==> src/rtl/gate_controller.sv <==
// gate_controller: controls the barriers of a car park with two entry lanes
// and two exit lanes. Each lane runs its own FSM:
//   IDLE -> PEND -> ISSUE -> CHECK -> OPEN (16 cycles) or REJECT (1 cycle) -> IDLE
// Inside each direction, a round-robin arbiter lets one lane at a time send its
// event to the downstream parking counter. The barrier decision then waits for
// that counter's reject flag.
//
// Ports:
//   clk, reset             single clock; reset is synchronous and active-high
//   ent_sense/ent_uni[1:0] entry loop sensors and badge class (1 = university)
//   ext_sense/ext_uni[1:0] exit loop sensors and badge class
//   illegal_enter/exit     reject flags returned by the parking counter
//   car_entered/exited     one-cycle event pulses to the parking counter
//   is_uni_car_*           class of the event; valid only with its pulse
//   ent_open/ext_open      barrier-open level per lane
//   ent_reject/ext_reject  one-cycle refusal indication per lane
//   drop_cnt               saturating count of detections ignored on busy lanes
module gate_controller (
  input  logic       clk,
  input  logic       reset,
  input  logic [1:0] ent_sense,
  input  logic [1:0] ent_uni,
  input  logic [1:0] ext_sense,
  input  logic [1:0] ext_uni,
  input  logic       illegal_enter,
  input  logic       illegal_exit,
  output logic       car_entered,
  output logic       is_uni_car_entered,
  output logic       car_exited,
  output logic       is_uni_car_exited,
  output logic [1:0] ent_open,
  output logic [1:0] ext_open,
  output logic [1:0] ent_reject,
  output logic [1:0] ext_reject,
  output logic [7:0] drop_cnt
);

  typedef enum logic [2:0] {IDLE, PEND, ISSUE, CHECK, OPEN, REJECT} state_t;

  // Lanes 0/1 are entry lanes 0/1; lanes 2/3 are exit lanes 0/1.
  state_t     state_q [4];
  state_t     state_d [4];
  logic [3:0] tmr_q   [4];
  logic [3:0] tmr_d   [4];
  logic [3:0] sense_q, sense_d;
  logic [3:0] uni_q, uni_d;
  logic [1:0] ptr_q, ptr_d;      // bit 0: entry pointer, bit 1: exit pointer
  logic [7:0] drop_cnt_q, drop_cnt_d;

  logic       car_entered_q, car_entered_d;
  logic       is_uni_ent_q, is_uni_ent_d;
  logic       car_exited_q, car_exited_d;
  logic       is_uni_ext_q, is_uni_ext_d;
  logic [3:0] open_q, open_d;
  logic [3:0] reject_q, reject_d;

  logic [3:0] sense_in, uni_in, det, gnt, flag_vec;
  logic [2:0] drop_inc;
  logic [8:0] drop_sum;

  assign sense_in = {ext_sense, ent_sense};
  assign uni_in   = {ext_uni, ent_uni};
  assign det      = sense_in & ~sense_q;
  assign flag_vec = {illegal_exit, illegal_exit, illegal_enter, illegal_enter};

  // One arbiter per direction. A direction is frozen while any of its lanes
  // has an event on the wire (ISSUE) or waits for the counter's verdict (CHECK).
  for (genvar gi = 0; gi < 2; gi++) begin : g_arb
    logic busy, req_lo, req_hi, gnt_lo;
    assign busy   = (state_q[2*gi] inside {ISSUE, CHECK}) ||
                    (state_q[2*gi+1] inside {ISSUE, CHECK});
    assign req_lo = (state_q[2*gi] == PEND);
    assign req_hi = (state_q[2*gi+1] == PEND);
    assign gnt_lo = !busy && req_lo && (!req_hi || !ptr_q[gi]);
    assign gnt[2*gi]   = gnt_lo;
    assign gnt[2*gi+1] = !busy && req_hi && !gnt_lo;
  end

  always_comb begin
    sense_d  = sense_in;
    uni_d    = uni_q;
    ptr_d    = ptr_q;
    drop_inc = 3'd0;
    for (int l = 0; l < 4; l++) begin
      state_d[l] = state_q[l];
      tmr_d[l]   = tmr_q[l];
      case (state_q[l])
        IDLE: begin
          if (det[l]) begin
            state_d[l] = PEND;
            uni_d[l]   = uni_in[l];
          end
        end
        PEND:   if (gnt[l]) state_d[l] = ISSUE;
        ISSUE:  state_d[l] = CHECK;
        CHECK: begin
          if (flag_vec[l]) begin
            state_d[l] = REJECT;
          end else begin
            state_d[l] = OPEN;
            tmr_d[l]   = 4'd0;
          end
        end
        OPEN: begin
          if (tmr_q[l] == 4'd15) state_d[l] = IDLE;
          else                   tmr_d[l]   = tmr_q[l] + 4'd1;
        end
        REJECT:  state_d[l] = IDLE;
        default: state_d[l] = IDLE;
      endcase
      if (det[l] && state_q[l] != IDLE) drop_inc = drop_inc + 3'd1;
    end

    // Pointer moves to the lane that was not just served.
    for (int d = 0; d < 2; d++) begin
      if (gnt[2*d])        ptr_d[d] = 1'b1;
      else if (gnt[2*d+1]) ptr_d[d] = 1'b0;
    end

    // Up to four drops can land in one cycle; bit 8 flags overflow past 255.
    drop_sum   = {1'b0, drop_cnt_q} + {6'd0, drop_inc};
    drop_cnt_d = drop_sum[8] ? 8'hFF : drop_sum[7:0];

    // Outputs are decoded from the next state so each registered output
    // lines up with the cycle its lane spends in the matching state.
    car_entered_d = (state_d[0] == ISSUE) || (state_d[1] == ISSUE);
    is_uni_ent_d  = ((state_d[0] == ISSUE) && uni_d[0]) ||
                    ((state_d[1] == ISSUE) && uni_d[1]);
    car_exited_d  = (state_d[2] == ISSUE) || (state_d[3] == ISSUE);
    is_uni_ext_d  = ((state_d[2] == ISSUE) && uni_d[2]) ||
                    ((state_d[3] == ISSUE) && uni_d[3]);
    for (int l = 0; l < 4; l++) begin
      open_d[l]   = (state_d[l] == OPEN);
      reject_d[l] = (state_d[l] == REJECT);
    end
  end

  always_ff @(posedge clk) begin
    if (reset) begin
      for (int l = 0; l < 4; l++) begin
        state_q[l] <= IDLE;
        tmr_q[l]   <= 4'd0;
      end
      sense_q       <= 4'd0;
      uni_q         <= 4'd0;
      ptr_q         <= 2'd0;
      drop_cnt_q    <= 8'd0;
      car_entered_q <= 1'b0;
      is_uni_ent_q  <= 1'b0;
      car_exited_q  <= 1'b0;
      is_uni_ext_q  <= 1'b0;
      open_q        <= 4'd0;
      reject_q      <= 4'd0;
    end else begin
      for (int l = 0; l < 4; l++) begin
        state_q[l] <= state_d[l];
        tmr_q[l]   <= tmr_d[l];
      end
      sense_q       <= sense_d;
      uni_q         <= uni_d;
      ptr_q         <= ptr_d;
      drop_cnt_q    <= drop_cnt_d;
      car_entered_q <= car_entered_d;
      is_uni_ent_q  <= is_uni_ent_d;
      car_exited_q  <= car_exited_d;
      is_uni_ext_q  <= is_uni_ext_d;
      open_q        <= open_d;
      reject_q      <= reject_d;
    end
  end

  assign car_entered        = car_entered_q;
  assign is_uni_car_entered = is_uni_ent_q;
  assign car_exited         = car_exited_q;
  assign is_uni_car_exited  = is_uni_ext_q;
  assign ent_open           = open_q[1:0];
  assign ext_open           = open_q[3:2];
  assign ent_reject         = reject_q[1:0];
  assign ext_reject         = reject_q[3:2];
  assign drop_cnt           = drop_cnt_q;

endmodule

==> config.mk <==
export PLATFORM = sky130hd
export DESIGN_NAME = gate_controller
export DESIGN_NICKNAME = d
export VERILOG_FILES = /design/src/rtl/gate_controller.sv
export SDC_FILE = /design/constraint.sdc
export NUM_CORES = 1
export LEC_CHECK = 0
export ABC_AREA = 1
export CORE_AREA = 2 2 87 89
export CTS_BUF_LIST = sky130_fd_sc_hd__clkbuf_4 sky130_fd_sc_hd__clkbuf_8 sky130_fd_sc_hd__clkbuf_16
export CTS_CLUSTER_SIZE = 40
export DETAILED_ROUTE_END_ITERATION = 10
export DIE_AREA = 0 0 89 91
export GPL_TIMING_DRIVEN = 0
export MAX_ROUTING_LAYER = met4
export PLACE_DENSITY_LB_ADDON = 0.1
export SLEW_MARGIN = 25
export SYNTH_ARGS = -nofsm -noshare
export SYNTH_HDL_FRONTEND = slang
export SYNTH_SLANG_ARGS = --single-unit
==> constraint.sdc <==
create_clock -name clk -period 5.7 [get_ports clk]
set_input_delay 0.855 -clock clk [delete_from_list [all_inputs] [get_ports clk]]
set_output_delay 0.855 -clock clk [all_outputs]
set_load 0.03 [all_outputs]
# Yosys cells after proc, flatten, opt, wreduce, memory -nomap -nowiden
# Memory sizes are Yosys's and may differ from the RTL's.
# Cells that the tools add are included.
# word_totals
register_bits	30
ram_bits	28
inputBits	12
wordCells	167
memories	2
# classes
addsub	8
n_eq_ne	32
n_mux	58
bitwise	10
n_reduce_logical	46
# mem_list
memory	words	width	read_ports	rd_ports_with_merged_regs	wr	line_no	text
tmr_q	4	4	4	0	4	43	logic [3:0] tmr_q [4];
state_q	4	3	4	0	4	41	state_t state_q [4];
# op_table
op	count
$pmux 3 s5	4
$mux 3	19
$mux 4	12
$eq 3x2->1 const B	12
$eq 3x3->1 const B	12
$pmux 4 s2	4
$mux 1	18
$add 4x1->4 const B	4
$eq 4x4->1 const B	4
$logic_and 1x1->1	16
$eq 3x1->1 const B	4
$logic_not 3->1	4
$reduce_bool 2->1	6
$reduce_bool 3->1	4
$add 3x1->3 const B	3
$add 8x3->9	1
$logic_not 1->1	8
$logic_or 1x1->1	8
$mux 8	1
$or 1x1->1	8
$and 4x4->4	1
$not 4->4	1

# Depth between registers and ports, before layout
# An unclocked memory read counts as a cell.
# depth
word_depth	14
depth_mapped	20
ltp_nobuf	20

# Least setup slack after synthesis
# OpenSTA, ideal clock, no wires.
# synth_timing
kind	input -> register
start	input port ext_sense[0]
end	register drop_cnt_q[5] (netlist: drop_cnt[5])
setup_ns	0.114
arrival_time_ns	2.831
required_ns	5.586
slack_ns	2.755
stages	17
path_buffers	0
path_cell_list	nand2_1 > a21oi_1 > inv_1 > nand3_1 > nand2_1 > ha_1 > or2_2 > o21ai_2 > inv_1 > ha_1 > nand3_1 > nand3_1 > nand2_1 > nand2_1 > nand2_1 > o21bai_1 > inv_1
# synth_between
elab_chain_cells	7
# synth_rtl
item	line_no	text
from (decl)	23	input logic [1:0] ext_sense,
$and 4x4->4 (*)	63	assign det = sense_in & ~sense_q;
$logic_and 1x1->1 (*)	111	if (det[l] && state_q[l] != IDLE) drop_inc = drop_inc + 3'd1;
$mux 3 (*)	111	
$add 3x1->3	111	
$mux 3 (*)	111	
$add 8x3->9 (*)	121	drop_sum = {1'b0, drop_cnt_q} + {6'd0, drop_inc};
$mux 8 (*)	122	drop_cnt_d = drop_sum[8] ? 8'hFF : drop_sum[7:0];
to (signal assigned)	162	drop_cnt_q <= drop_cnt_d;
to (decl)	48	logic [7:0] drop_cnt_q, drop_cnt_d;
# Every way passes the cells marked *; elsewhere a longest branch is shown, timed or not.
# A chain may end at the register's enable or synchronous reset.

# Worst setup path in the final report
# layout_timing
start	input port ext_sense[0]
end	register drop_cnt_q[6] (netlist: drop_cnt[6])
# Same word-level chain as after synthesis.

==> results.md <==
Placement:
- The count of buffers from port buffering is 31.
- Routability-driven placement finished with a final weighted congestion of 0.8305.
- Summed over all nets, the half-perimeter wirelength after detailed placement is 4234 µm.
- Timing analysis after detailed placement gives a worst setup slack of 2.010 ns.
- The placed cell area is 0.003192 mm².
- The number of placed instances with taps included is 538.

STA:
- After layout, the worst path uses 58.56% of the clock period.
- Setup total negative slack on the finished layout was measured at 0 ns.
- The total count of hold-check failures in the final report is 0.
- The setup violation total in the final timing report is 0.
- The number of pins exceeding their max-slew limit in the final report is 0.
- The time the worst path needs with I/O delays and setup is 3.338 ns.
- The worst-case setup margin in the final layout is 2.362 ns.
- On the final layout, the worst clock skew is 0.006505 ns.
- Setup repair after global routing left no endpoint under its margin.
- The worst max-slew margin expressed relative to the limit is 59.59%.
- The worst hold margin is 0.4735 ns.
- For this run, the top clock speed supported by timing is 299.6 MHz.
- The slew at the pin closest to its max-slew limit is 0.6062 ns.

Finish:
- The number of nets in the final layout is 471.
- From synthesis to final layout, the design area changed by 22.60%.
- Cells fill 47.37% of the core in the end.
- The number of antenna diodes is 0.
- The final cell count without fillers is 554.
- With fillers left out, the area of the finished cells amounts to 0.003381 mm².
- The post-route netlist has 6.154% of its cells at a drive strength greater than 1.

Drt:
- Using the TritonRoute via totals, the vias-per-cell ratio works out to 4.507.
- The number of search-and-repair iterations in the first detailed-routing pass is 4.
- The number of antenna-violating nets in the routed design is 0.
- After detailed routing, the number of remaining DRC violations is 0.
- The total detailed-routing wirelength is 5801 µm.
- Dividing the detail-routed wire length by the instance count gives 10.47 µm.
- For this block, the initial DRC count from the detailed router was 76.
- The routed layout has 2,497 vias.

Global route:
- The maximum number of pins on one net before global-route repair is 11.
- The global-route wire length before repair is 9798 µm.
- The via count of the first global-routing pass is 2,232.
- The aggregate global routing overflow is 0.
- The total global routing track utilization is 15.90%.
- The initial antenna violation count is 0.

Clocking:
- The longest clock path from root to sink contains 2 buffers.
- The tree is rooted in a sky130_fd_sc_hd__clkbuf_8.
- The H-tree was split into 3 levels.
- The clock buffer count from CTS is 9.
- The clock sink count is 58.
- After clock tree synthesis, the setup repair step added 0 buffers.
- The post-CTS clock slew at the launch and capture registers of the worst setup and hold paths is 0.07 ns.
- Hold repair after CTS inserted 0 buffers.
- Once the clock tree was built, the resizer swapped 0 gates to a different size.
- TritonCTS built the clock tree.
- Clock latency on the worst-skew pair, taken at its later pin, is 0.34 ns.

Pwr:
- For this design the ratio of total power to cell area is 422.2 mW/mm².
- The leakage power is 1.594 nW.
- Total power for the finished layout comes to 1.427 mW.
- IR analysis of the VDD net gives a maximum drop of 0.2075 mV.

Setup path:
- The class of the most critical setup path is primary input to register.
- The largest fanout of any net on the critical path is 7.
- The category of the worst setup path launch point is a primary input.
- At the worst endpoint, the arrival time is 3.57 ns.
- The nature of the critical path endpoint is a register.
- The required time at the worst-slack endpoint is 5.93 ns.
- The worst register-to-register path has a depth of 16.

Logic synthesis:
- The mapped cell area is 0.002758 mm².
- The number of storage elements in the synthesis netlist is 58.
- Synthesis produced 408 cells.
- For this run, the number of Yosys warnings is 0.
- Synthesis produced a netlist with a net count of 429.
- The register area share after synthesis is 42.11%.
- The number of different library cells in the post-synthesis netlist is 25.
- A synthesized cell averages 6.759 µm².

Floorplan:
- The starting utilization of the core area is 38.64%.
- The I/O pin count is 32.
- The floorplan step defined a die boundary enclosing 0.008099 mm².
- The number of standard-cell rows in the floorplan is 31.
- Measured along the y axis, the die boundary spans 91 µm.
- The core outline area is 0.007137 mm².
- The die boundary width is 89 µm.

Flow run:
- The tool flagged a number of max-cap violations equal to 0.

Outcome:
- The run finished with clean final reports.

Min path:
- The number of cells on the worst hold path is 2.
- The min-delay analysis places its worst path in the category register to register.
cells in the mapped netlist:
| library cell | number | area (µm²) |
|---|---|---|
| sky130_fd_sc_hd__o21ai_2 | 1 | 8.760 |
| sky130_fd_sc_hd__nand3b_1 | 4 | 30.03 |
| sky130_fd_sc_hd__nor2_1 | 65 | 244.0 |
| sky130_fd_sc_hd__o21ai_0 | 6 | 30.03 |
| sky130_fd_sc_hd__nor3_2 | 1 | 10.01 |
| sky130_fd_sc_hd__dfxtp_1 | 58 | 1161 |
| sky130_fd_sc_hd__nor3b_1 | 1 | 7.510 |
| sky130_fd_sc_hd__xnor2_1 | 1 | 8.760 |
| sky130_fd_sc_hd__o21bai_1 | 2 | 15.01 |
| sky130_fd_sc_hd__a31oi_1 | 2 | 12.51 |
| sky130_fd_sc_hd__clkbuf_1 | 5 | 18.77 |
| sky130_fd_sc_hd__fa_1 | 1 | 20.02 |
| sky130_fd_sc_hd__a21oi_2 | 1 | 8.760 |
| sky130_fd_sc_hd__nand3_1 | 32 | 160.2 |
| sky130_fd_sc_hd__nor3_1 | 4 | 20.02 |
| sky130_fd_sc_hd__nand4_1 | 9 | 56.30 |
| sky130_fd_sc_hd__or2_2 | 1 | 6.260 |
| sky130_fd_sc_hd__inv_1 | 61 | 229.0 |
| sky130_fd_sc_hd__ha_1 | 8 | 100.1 |
| sky130_fd_sc_hd__nor2_2 | 2 | 12.51 |
| sky130_fd_sc_hd__nand3_2 | 1 | 10.01 |
| sky130_fd_sc_hd__xor2_1 | 4 | 35.03 |
| sky130_fd_sc_hd__nand2_1 | 105 | 394.1 |
| sky130_fd_sc_hd__inv_2 | 5 | 18.77 |
| sky130_fd_sc_hd__a21oi_1 | 28 | 140.1 |
registers in the layout (all words and copies together) (netlist names), 2 cells and up:
name / cells
state_q: 12
ptr_q: 2
tmr_q: 16
reject_q: 4
sense_q: 4
open_q: 4
drop_cnt: 8
uni_q: 4
layer usage:
layer | vias up | global-route usage, % | wire, µm
met5 | - | - | 0
met4 | 0 | 5.597 | 86
met3 | 8 | 4.909 | 236
met2 | 36 | 23.63 | 2450
met1 | 1085 | 20.41 | 3028
li1 | 1368 | - | -
critical path, stage by stage:
cell	delay, ns
sky130_fd_sc_hd__clkdlybuf4s50_1	0.47
sky130_fd_sc_hd__nand2_1	0.12
sky130_fd_sc_hd__a21oi_1	0.27
sky130_fd_sc_hd__inv_1	0.10
sky130_fd_sc_hd__nand3_1	0.12
sky130_fd_sc_hd__nand2_1	0.07
sky130_fd_sc_hd__ha_1	0.26
sky130_fd_sc_hd__or2_2	0.30
sky130_fd_sc_hd__o21ai_2	0.09
sky130_fd_sc_hd__fa_1	0.24
sky130_fd_sc_hd__inv_1	0.05
sky130_fd_sc_hd__nand2_1	0.07
sky130_fd_sc_hd__nand2_1	0.08
sky130_fd_sc_hd__nand3b_1	0.25
sky130_fd_sc_hd__nand2_1	0.08
sky130_fd_sc_hd__o21bai_1	0.13
sky130_fd_sc_hd__inv_1	0.05
cell type report:
class / instances / area [µm²]
clock buffer: 10 / 131.4
buffer: 5 / 18.77
sequential: 58 / 1161
fill: 771 / 3756
multi-input combinational: 279 / 1330
tap: 99 / 123.9
timing repair buffer: 31 / 310.3
inverter: 66 / 247.7
clock inverter: 6 / 57.56
cell usage in the layout, fill, tap and decap left out, drive strengths merged, types with 2 or more instances in the layout:
cell type / instances
a21oi: 29
a31oi: 2
clkbuf: 15
clkdlybuf4s50: 31
clkinv: 4
dfxtp: 58
ha: 8
inv: 66
nand2: 105
nand3: 33
nand3b: 4
nand4: 9
nor2: 67
nor3: 5
o21ai: 7
o21bai: 2
xor2: 4
report_power, final:
group	switching (mW)	internal, mW	total [mW]
clock	0.169	0.203	0.372
sequential	0.0586	0.490	0.548
combinational	0.320	0.188	0.507
total	0.547	0.881	1.43
worst paths after layout:
| path | startpoint | endpoint | slack, ns |
|---|---|---|---|
| worst max-delay path | ext_sense[0] | drop_cnt[6] | 2.36 |
| worst min-delay path | ptr_q[1] | ptr_q[1] | 0.47 |
| worst max register to register | state_q[2][0] | drop_cnt[6] | 2.94 |
| worst min register to register | ptr_q[1] | ptr_q[1] | 0.47 |
logic make-up after synthesis:
kind of cell	share of synthesized area [%]
adder cells (fa/ha/maj)	4.356
AND/OR/NAND/NOR	34.48
XOR/XNOR	1.588
AO/OA/AOI/OAI	7.804
buffers and inverters	9.664
flip-flops	42.11
Note: power is estimated with default switching activity, not from simulation.
